===== src/rtl/dijkstra_ctrl.sv =====
// Dijkstra shortest-path search controller: holds cost/parent/visited tables, relaxes
// six children per node fetched from external node memory. Optional macro: DIJKSTRA_TIMEOUT_EN.
module dijkstra_ctrl #(
  parameter int MAX_NODES = 8,
  parameter int SETTLE    = 2,
  parameter int TIMEOUT   = 255
) (
  input  logic        clk,
  input  logic        reset,
  input  logic        start,
  input  logic [15:0] start_id,
  input  logic [15:0] goal_id,
  output logic        mem_find,
  output logic [15:0] mem_node_id,
  input  logic        mem_found,
  input  logic [95:0] mem_child_id,
  input  logic [95:0] mem_child_dist,
  output logic        busy,
  output logic        done,
  output logic        no_path,
  output logic [15:0] path_cost,
  input  logic [15:0] par_addr,
  output logic [15:0] par_data
`ifdef DIJKSTRA_TIMEOUT_EN
  ,
  output logic        timeout_err
`endif
);

  localparam int IW = (MAX_NODES > 1) ? $clog2(MAX_NODES) : 1;
  localparam int SW = (SETTLE > 1) ? $clog2(SETTLE) : 1;
  localparam logic [15:0] NODES = 16'(MAX_NODES);
  localparam logic [15:0] INF   = 16'hFFFF;

  typedef enum logic [2:0] {
    S_IDLE, S_INIT, S_SELECT, S_ISSUE, S_WAIT, S_SETTLE, S_RELAX, S_DONE
  } state_t;

  state_t state, state_nx;

  logic [15:0]          start_q, goal_q;
  logic [15:0]          cost   [MAX_NODES];
  logic [15:0]          parent [MAX_NODES];
  logic [MAX_NODES-1:0] visited;
  logic [SW-1:0]        settle_cnt;
  logic [2:0]           slot;

`ifdef DIJKSTRA_TIMEOUT_EN
  localparam int TW = $clog2(TIMEOUT + 1);
  logic [TW-1:0] wait_cnt;
  logic          wait_expired;
  assign wait_expired = (wait_cnt == TW'(TIMEOUT - 1));
`endif

  logic ids_valid;
  assign ids_valid = (start_q < NODES) && (goal_q < NODES);

  // Minimum-cost unvisited node; strict '<' keeps the lowest index on ties.
  logic          sel_found;
  logic [IW-1:0] sel_idx;
  logic [15:0]   sel_cost;
  logic          sel_is_goal;

  always_comb begin
    sel_found = 1'b0;
    sel_idx   = '0;
    sel_cost  = INF;
    for (int unsigned i = 0; i < MAX_NODES; i++) begin
      if (!visited[i] && (cost[i] < sel_cost)) begin
        sel_found = 1'b1;
        sel_idx   = IW'(i);
        sel_cost  = cost[i];
      end
    end
  end

  assign sel_is_goal = sel_found && (16'(sel_idx) == goal_q);

  logic [15:0]   child_id, child_dist, relax_cost;
  logic [IW-1:0] cur_idx, child_idx;
  logic [16:0]   relax_sum;
  logic          relax_upd;

  always_comb begin
    child_id   = mem_child_id[15:0];
    child_dist = mem_child_dist[15:0];
    for (int unsigned k = 0; k < 6; k++) begin
      if (slot == 3'(k)) begin
        child_id   = mem_child_id[16*k +: 16];
        child_dist = mem_child_dist[16*k +: 16];
      end
    end
  end

  assign cur_idx    = mem_node_id[IW-1:0];
  assign child_idx  = child_id[IW-1:0];
  assign relax_sum  = {1'b0, cost[cur_idx]} + {1'b0, child_dist};
  assign relax_cost = relax_sum[16] ? INF : relax_sum[15:0];
  assign relax_upd  = (state == S_RELAX) && (child_id < NODES) && (child_dist != '0) &&
                      !visited[child_idx] && (relax_cost < cost[child_idx]);

  always_ff @(posedge clk or posedge reset) begin
    if (reset) state <= S_IDLE;
    else       state <= state_nx;
  end

  always_comb begin
    state_nx = state;
    case (state)
      S_IDLE:   if (start) state_nx = S_INIT;
      S_INIT:   state_nx = ids_valid ? S_SELECT : S_DONE;
      S_SELECT: state_nx = (!sel_found || sel_is_goal) ? S_DONE : S_ISSUE;
      S_ISSUE:  state_nx = S_WAIT;
      S_WAIT: begin
        if (mem_found) state_nx = (SETTLE == 0) ? S_RELAX : S_SETTLE;
`ifdef DIJKSTRA_TIMEOUT_EN
        else if (wait_expired) state_nx = S_DONE;
`endif
      end
      S_SETTLE: if (settle_cnt == SW'(SETTLE - 1)) state_nx = S_RELAX;
      S_RELAX:  if (slot == 3'd5) state_nx = S_SELECT;
      S_DONE:   state_nx = S_IDLE;
      default:  state_nx = S_IDLE;
    endcase
  end

  assign mem_find = (state == S_ISSUE);
  assign done     = (state == S_DONE);
  assign busy     = (state != S_IDLE) && (state != S_DONE);
  assign par_data = (par_addr < NODES) ? parent[par_addr[IW-1:0]] : INF;

  always_ff @(posedge clk or posedge reset) begin
    if (reset) begin
      start_q     <= '0;
      goal_q      <= '0;
      mem_node_id <= '0;
      path_cost   <= '0;
      no_path     <= 1'b0;
      settle_cnt  <= '0;
      slot        <= '0;
      visited     <= '0;
      for (int unsigned i = 0; i < MAX_NODES; i++) begin
        cost[i]   <= INF;
        parent[i] <= INF;
      end
`ifdef DIJKSTRA_TIMEOUT_EN
      wait_cnt    <= '0;
      timeout_err <= 1'b0;
`endif
    end else begin
      case (state)
        S_IDLE: begin
          if (start) begin
            start_q   <= start_id;
            goal_q    <= goal_id;
            no_path   <= 1'b0;
            path_cost <= '0;
`ifdef DIJKSTRA_TIMEOUT_EN
            timeout_err <= 1'b0;
`endif
          end
        end
        S_INIT: begin
          visited <= '0;
          for (int unsigned i = 0; i < MAX_NODES; i++) begin
            cost[i]   <= INF;
            parent[i] <= INF;
          end
          // Later NBA overrides the blanket fill for the source node.
          if (start_q < NODES) cost[start_q[IW-1:0]] <= '0;
          if (!ids_valid) begin
            no_path   <= 1'b1;
            path_cost <= INF;
          end
        end
        S_SELECT: begin
          if (!sel_found) begin
            no_path   <= 1'b1;
            path_cost <= INF;
          end else if (sel_is_goal) begin
            no_path   <= 1'b0;
            path_cost <= sel_cost;
          end else begin
            visited[sel_idx] <= 1'b1;
            mem_node_id      <= 16'(sel_idx);
          end
        end
        S_ISSUE: begin
`ifdef DIJKSTRA_TIMEOUT_EN
          wait_cnt <= '0;
`endif
        end
        S_WAIT: begin
          settle_cnt <= '0;
          slot       <= '0;
`ifdef DIJKSTRA_TIMEOUT_EN
          wait_cnt <= wait_cnt + 1'b1;
          if (!mem_found && wait_expired) begin
            no_path     <= 1'b1;
            path_cost   <= INF;
            timeout_err <= 1'b1;
          end
`endif
        end
        S_SETTLE: settle_cnt <= settle_cnt + 1'b1;
        S_RELAX: begin
          slot <= slot + 3'd1;
          if (relax_upd) begin
            cost[child_idx]   <= relax_cost;
            parent[child_idx] <= mem_node_id;
          end
        end
        default: ;
      endcase
    end
  end

endmodule

===== config.mk =====
export PLATFORM = sky130hd
export DESIGN_NAME = dijkstra_ctrl
export DESIGN_NICKNAME = d
export VERILOG_FILES = /design/src/rtl/dijkstra_ctrl.sv
export SDC_FILE = /design/constraint.sdc
export NUM_CORES = 1
export LEC_CHECK = 0
export BUFFER_PORTS_ARGS = -buffer_cell sky130_fd_sc_hd__clkbuf_2
export CAP_MARGIN = 15
export CORE_ASPECT_RATIO = 0.9
export CORE_MARGIN = 1
export CORE_UTILIZATION = 30
export DETAILED_ROUTE_END_ITERATION = 8
export GPL_TIMING_DRIVEN = 0
export PLACE_DENSITY_LB_ADDON = 0.25
export SETUP_SLACK_MARGIN = 0.15
export SLEW_MARGIN = 0
export SYNTH_ARGS = -nofsm -noshare
export SYNTH_HDL_FRONTEND = slang
export SYNTH_SLANG_ARGS = --single-unit

===== constraint.sdc =====
create_clock -name clk -period 25.3 [get_ports clk]
set_input_delay 0 -clock clk [delete_from_list [all_inputs] [get_ports clk]]
set_output_delay 0 -clock clk [all_outputs]
set_load 0.005 [all_outputs]

* Word level (Yosys, flattened, before mapping)
Index checks and enable logic that the tools add are counted.
Word-level totals: register bits after elaboration 323, output and inout bits 52
Cells by class: add/subtract/negate cells 3, order comparisons 22, equal/unequal tests 23, multiplexer cells 81, bitwise logic cells 7, reduce and logical (&&, ||, !) cells 43
Operator list (count):
- $mux 16 | 32
- $pmux 128 s2 | 2
- $mux 128 | 3
- $bwmux 128 | 2
- $bmux 16 s3 | 3
- $lt 16x16->1 | 8
- $not 128->128 | 1
- $demux 16 s3 | 2
- $lt 16x4->1 const B | 4
- $pmux 16 s3 | 1
- $mux 3 | 12
- $pmux 3 s8 | 1
- $eq 3x3->1 const B | 6
- $logic_and 1x1->1 | 18
- $add 16x16->17 | 1
- $eq 3x16->1 | 1
- $ge 4x4->1 const B | 4
- $lt 16x16->1 const B | 1
- $mux 8 | 2
- $not 3->4 | 4
- $pmux 8 s2 | 1
- $reduce_bool 16->1 | 1
- $mux 1 | 15
- $ne 2x2->1 const B | 7
- 24 further kinds | 47

* Logic depth before layout (Yosys ltp)
word-level depth 32, gate-level depth with buffers 107, gate-level depth less buffers 95

* Worst setup path after synthesis
Ideal clock, no wire load.
path kind reg2reg, start point register cost[123] in the netlist's numbering, end point register mem_node_id[1], data arrival time 18113 ps, data required time 25175 ps, slack 7063 ps, cell stages (with the launch flop) 107, buffers on the path 11, cell sequence dfstp_2 -> nand4_1 -> o41ai_1 -> nor2_1 -> ha_1 -> nand4_1 -> a2111oi_1 -> o21ai_1 -> nand2_1 -> clkbuf_1 -> clkbuf_1 -> nor2_1 -> a21oi_1 -> inv_1 -> ha_1 -> a211oi_1 -> nor2_1 -> o31a_1 -> [71 not listed] -> a21oi_1 -> ha_1 -> a21o_1 -> a21oi_1 -> nor2b_1 -> o21ai_0 -> nand2b_1 -> a21oi_1 -> nor2b_1 -> o21ai_0 -> nand3_1 -> nor2_1 -> a211o_1 -> nand3_1 -> a211oi_4 -> buf_2 -> nand2b_2 -> mux2_2
On the way: longest elaborated chain between the ends 28
Ends and longest elaborated chain:
- from (decl) | RTL line 42 | logic [15:0] cost [MAX_NODES];
- from (signal, indexed assignment) | RTL line 209 | cost[child_idx] <= relax_cost;
- $lt 16x16->1 | RTL line 69 | if (!visited[i] && (cost[i] < sel_cost)) begin
- $logic_and 1x1->1 | RTL line 69
- $mux 16 | RTL line 69
- $lt 16x16->1 | RTL line 69
- $logic_and 1x1->1 | RTL line 69
- $mux 16 | RTL line 69
- $lt 16x16->1 | RTL line 69
- $logic_and 1x1->1 | RTL line 69
- [12 not listed]
- $mux 16 | RTL line 69
- $lt 16x16->1 | RTL line 69
- $logic_and 1x1->1 | RTL line 69
- $mux 3 | RTL line 69
- $eq 3x16->1 | RTL line 77 | assign sel_is_goal = sel_found && (16'(sel_idx) == goal_q);
- $logic_and 1x1->1 | RTL line 77
- $not 1->1 (no source line)
- $reduce_and 3->1 (no source line)
- to (signal assigned) | RTL line 185 | mem_node_id <= 16'(sel_idx);
- to (decl) | RTL line 14 | output logic [15:0] mem_node_id,
Several ways; a longest one is shown, not always the timed one. A chain may end at the register's enable or synchronous reset.

* Worst setup path in the final report
start point register cost[120] in the netlist's numbering, end point register mem_node_id[1]
The elaborated chain is that of the path after synthesis.

==> flow_summary.json <==
{
  "status": "finished, final reports clean",
  "post-route-min-period_ps": 23920,
  "insertedDiodeCount": 0,
  "worst_skew_pair.late_latency_ps": 620,
  "ys_ff_latch": 227,
  "drtIter0Drc": 1967,
  "syn_avg_cell_area_um2": 8.520,
  "antenna_left": 0,
  "die_height_um": 240.0,
  "setup_viol": 0,
  "grt_pass1_vias": 18761,
  "clock_path_buffers": 3,
  "core_area_um2": 61760,
  "cpPeakStageDelay_ps": 670,
  "grt-ovfl-total": 0,
  "slowest_stage": "dfstp_2",
  "critPathArrivalTime_ps": 24400,
  "regArea_um2": 5881,
  "min_period_over_period": 0.9456,
  "seq_area_frac_synth": 0.3115,
  "synth_cells": 2216,
  "min-delay-path-class": "input pin to flip-flop",
  "nNetsFinal": 2963,
  "grt_pass1_wl_um": 133400,
  "port_buffers": 279,
  "async_flop_share": 1.000,
  "grt_max_degree": 87,
  "gp_congestion": 1.010,
  "start_kind": "flip-flop",
  "firstDrtPassIters": 6,
  "drc": 0,
  "post_cts_buffers": 0,
  "drv_slew": 0,
  "wirelength_um": 94830,
  "h-tree-depth": 1,
  "finalCoreUtilization": 0.3739,
  "path_common_cell": "o21ai_0",
  "cp_max_fo": 19,
  "cts_tree": "built",
  "cts.reportedPaths.clkPinSlew_ps": 60,
  "synth_flop_cell": "dfstp_2",
  "drive_above_1_share": 0.2748,
  "fmax_ghz": 0.04180,
  "worstMarginPinSlew_ps": 1328,
  "layout_common_cells": "296 x nand2_1, 287 x clkbuf_2, 230 x nor2_1",
  "avgRoutedWirePerCell_um": 27.53,
  "via_count": 19887,
  "io_pins": 296,
  "cts.sink_count": 227,
  "hold_viol": 0,
  "required_ps": 25780,
  "end_kind": "flip-flop",
  "dieArea_um2": 63940,
  "multiInputGateArea_um2": 12000,
  "dp_hpwl_um": 76780,
  "yosysUniqueCellTypes": 90,
  "syn_area_um2": 18880,
  "areaGrowthSynthToFinish_pct": 22.30,
  "rsz0062_at_grt": "no",
  "synth_edf_count": 0,
  "start_util": 0.3057,
  "slew_headroom": 0.1090,
  "cts_root_buf": "clkbuf_16",
  "fin_skew_ps": 36.60,
  "max-cap-violations": 0,
  "ys_warn_count": 0,
  "rows": 86,
  "layout_commonest_cell": "nand2_1",
  "vias_per_cell": 5.773,
  "fill_cells": 6483,
  "die_width_um": 266.4,
  "track_usage": 0.2881,
  "antenna_found_initial": 2,
  "crit_type": "flip-flop to flip-flop",
  "cts_buffers": 29
}
[layout make-up]
cell class,count,area share
buffer,157,0.03154
multi-input combinational,1735,0.5195
sequential,227,0.2547
clock inverter,17,0.01273
inverter,108,0.01804
timing repair buffer,329,0.08296
tap,836,0.04530
clock buffer,36,0.03522
[timing repair]
action	4_1_cts	5_1_grt
hold buffers	38	0
resized for setup	4	22
hold endpoints to repair	140	0
setup endpoints to repair	29	29
gates cloned	0	0
[per-layer routing]
| metal | wire (um) | up-vias | part of all wire | GRT usage |
|---|---|---|---|---|
| met4 | 3608 | 4 | 0.038 | 0.1015 |
| met2 | 40530 | 1001 | 0.43 | 0.4347 |
| met1 | 42180 | 9909 | 0.44 | 0.4040 |
| li1 | - | 8801 | - | - |
| met3 | 8472 | 172 | 0.089 | 0.06032 |
| met5 | 27 | - | 0.00028 | 0 |
[logic make-up after synthesis]
family	synth area share
adder cells (fa/ha/maj)	0.08893
multiplexers	0.1351
flip-flops	0.3115
AND/OR/NAND/NOR	0.1734
buffers and inverters	0.05971
other	0.0001986
XOR/XNOR	0.007422
AO/OA/AOI/OAI	0.2238
[Yosys cell counts, drive strengths merged, types with 5 or more instances]
| cell | number | share of area |
|---|---|---|
| nor2 | 236 | 0.047 |
| a21o | 25 | 0.010 |
| o21bai | 11 | 0.0044 |
| or4 | 11 | 0.0046 |
| nand4 | 27 | 0.0089 |
| buf | 43 | 0.015 |
| nand3 | 27 | 0.0072 |
| nor3 | 44 | 0.012 |
| o211ai | 43 | 0.017 |
| dfrtp | 67 | 0.089 |
| nor2b | 14 | 0.0046 |
| o21ai | 182 | 0.048 |
| nor4 | 30 | 0.010 |
| mux2i | 58 | 0.031 |
| mux2 | 95 | 0.057 |
| o22a | 51 | 0.024 |
| o22ai | 33 | 0.011 |
| dfstp | 160 | 0.22 |
| a21boi | 5 | 0.0020 |
| a31oi | 13 | 0.0051 |
| nand2b | 24 | 0.0081 |
| mux4 | 40 | 0.048 |
| xnor2 | 15 | 0.0070 |
| a21oi | 128 | 0.034 |
| o32a | 17 | 0.0090 |
| clkbuf | 115 | 0.023 |
| a2111oi | 7 | 0.0043 |
| ha | 131 | 0.087 |
| o21a | 37 | 0.015 |
| o31ai | 9 | 0.0036 |
| nand2 | 296 | 0.059 |
| and2 | 5 | 0.0017 |
| a211o | 6 | 0.0028 |
| inv | 107 | 0.021 |
| a211oi | 28 | 0.012 |
| or2 | 9 | 0.0030 |
| o221ai | 12 | 0.0056 |
[through the flow]
step                TNS (ps)  std cells  worst slack (ps)  area, um2  hold WS [ps]
finish                     0       3445              1375      23090         149.2
global route               0       3445             214.6      23090         171.6
CTS                        0       3445             532.5      23030         128.4
detailed placement     -3655       3355            -305.7      21530         49.76
global placement      -15860       3343            -737.3      21370         233.8
floorplan                  0       2228              7063      18930         119.2
[registers in the layout, summed over array words and instances (netlist names)]
register	flops
state	3
visited	8
mem_node_id	3
slot	3
start_q	16
no_path	1
path_cost	16
cost	128
settle_cnt	1
goal_q	16
parent	32
[final timing paths]
check                           cells past startpoint  slack, ps             end        from
worst max register to register                     99       1380  mem_node_id[1]   cost[120]
max in group asynchronous                           6      23440        cost[84]       reset
worst min-delay path                                3        150       goal_q[3]  goal_id[3]
worst min register to register                      2        460      parent[46]  parent[46]
min in group asynchronous                           4        550     start_q[14]       reset
worst max-delay path                               99       1380  mem_node_id[1]   cost[120]
[critical path: cells and delay by family (launching register included)]
kind / cells / cell delay (ps)
compound gates: 41 / 10080
fa+ha+maj: 7 / 1880
buf+inv: 15 / 3650
flops: 1 / 670
mux: 5 / 1690
simple gates: 31 / 5730
Power is not shown: default switching activity piles up to over one toggle a cycle in this logic, so the estimate is an artifact.
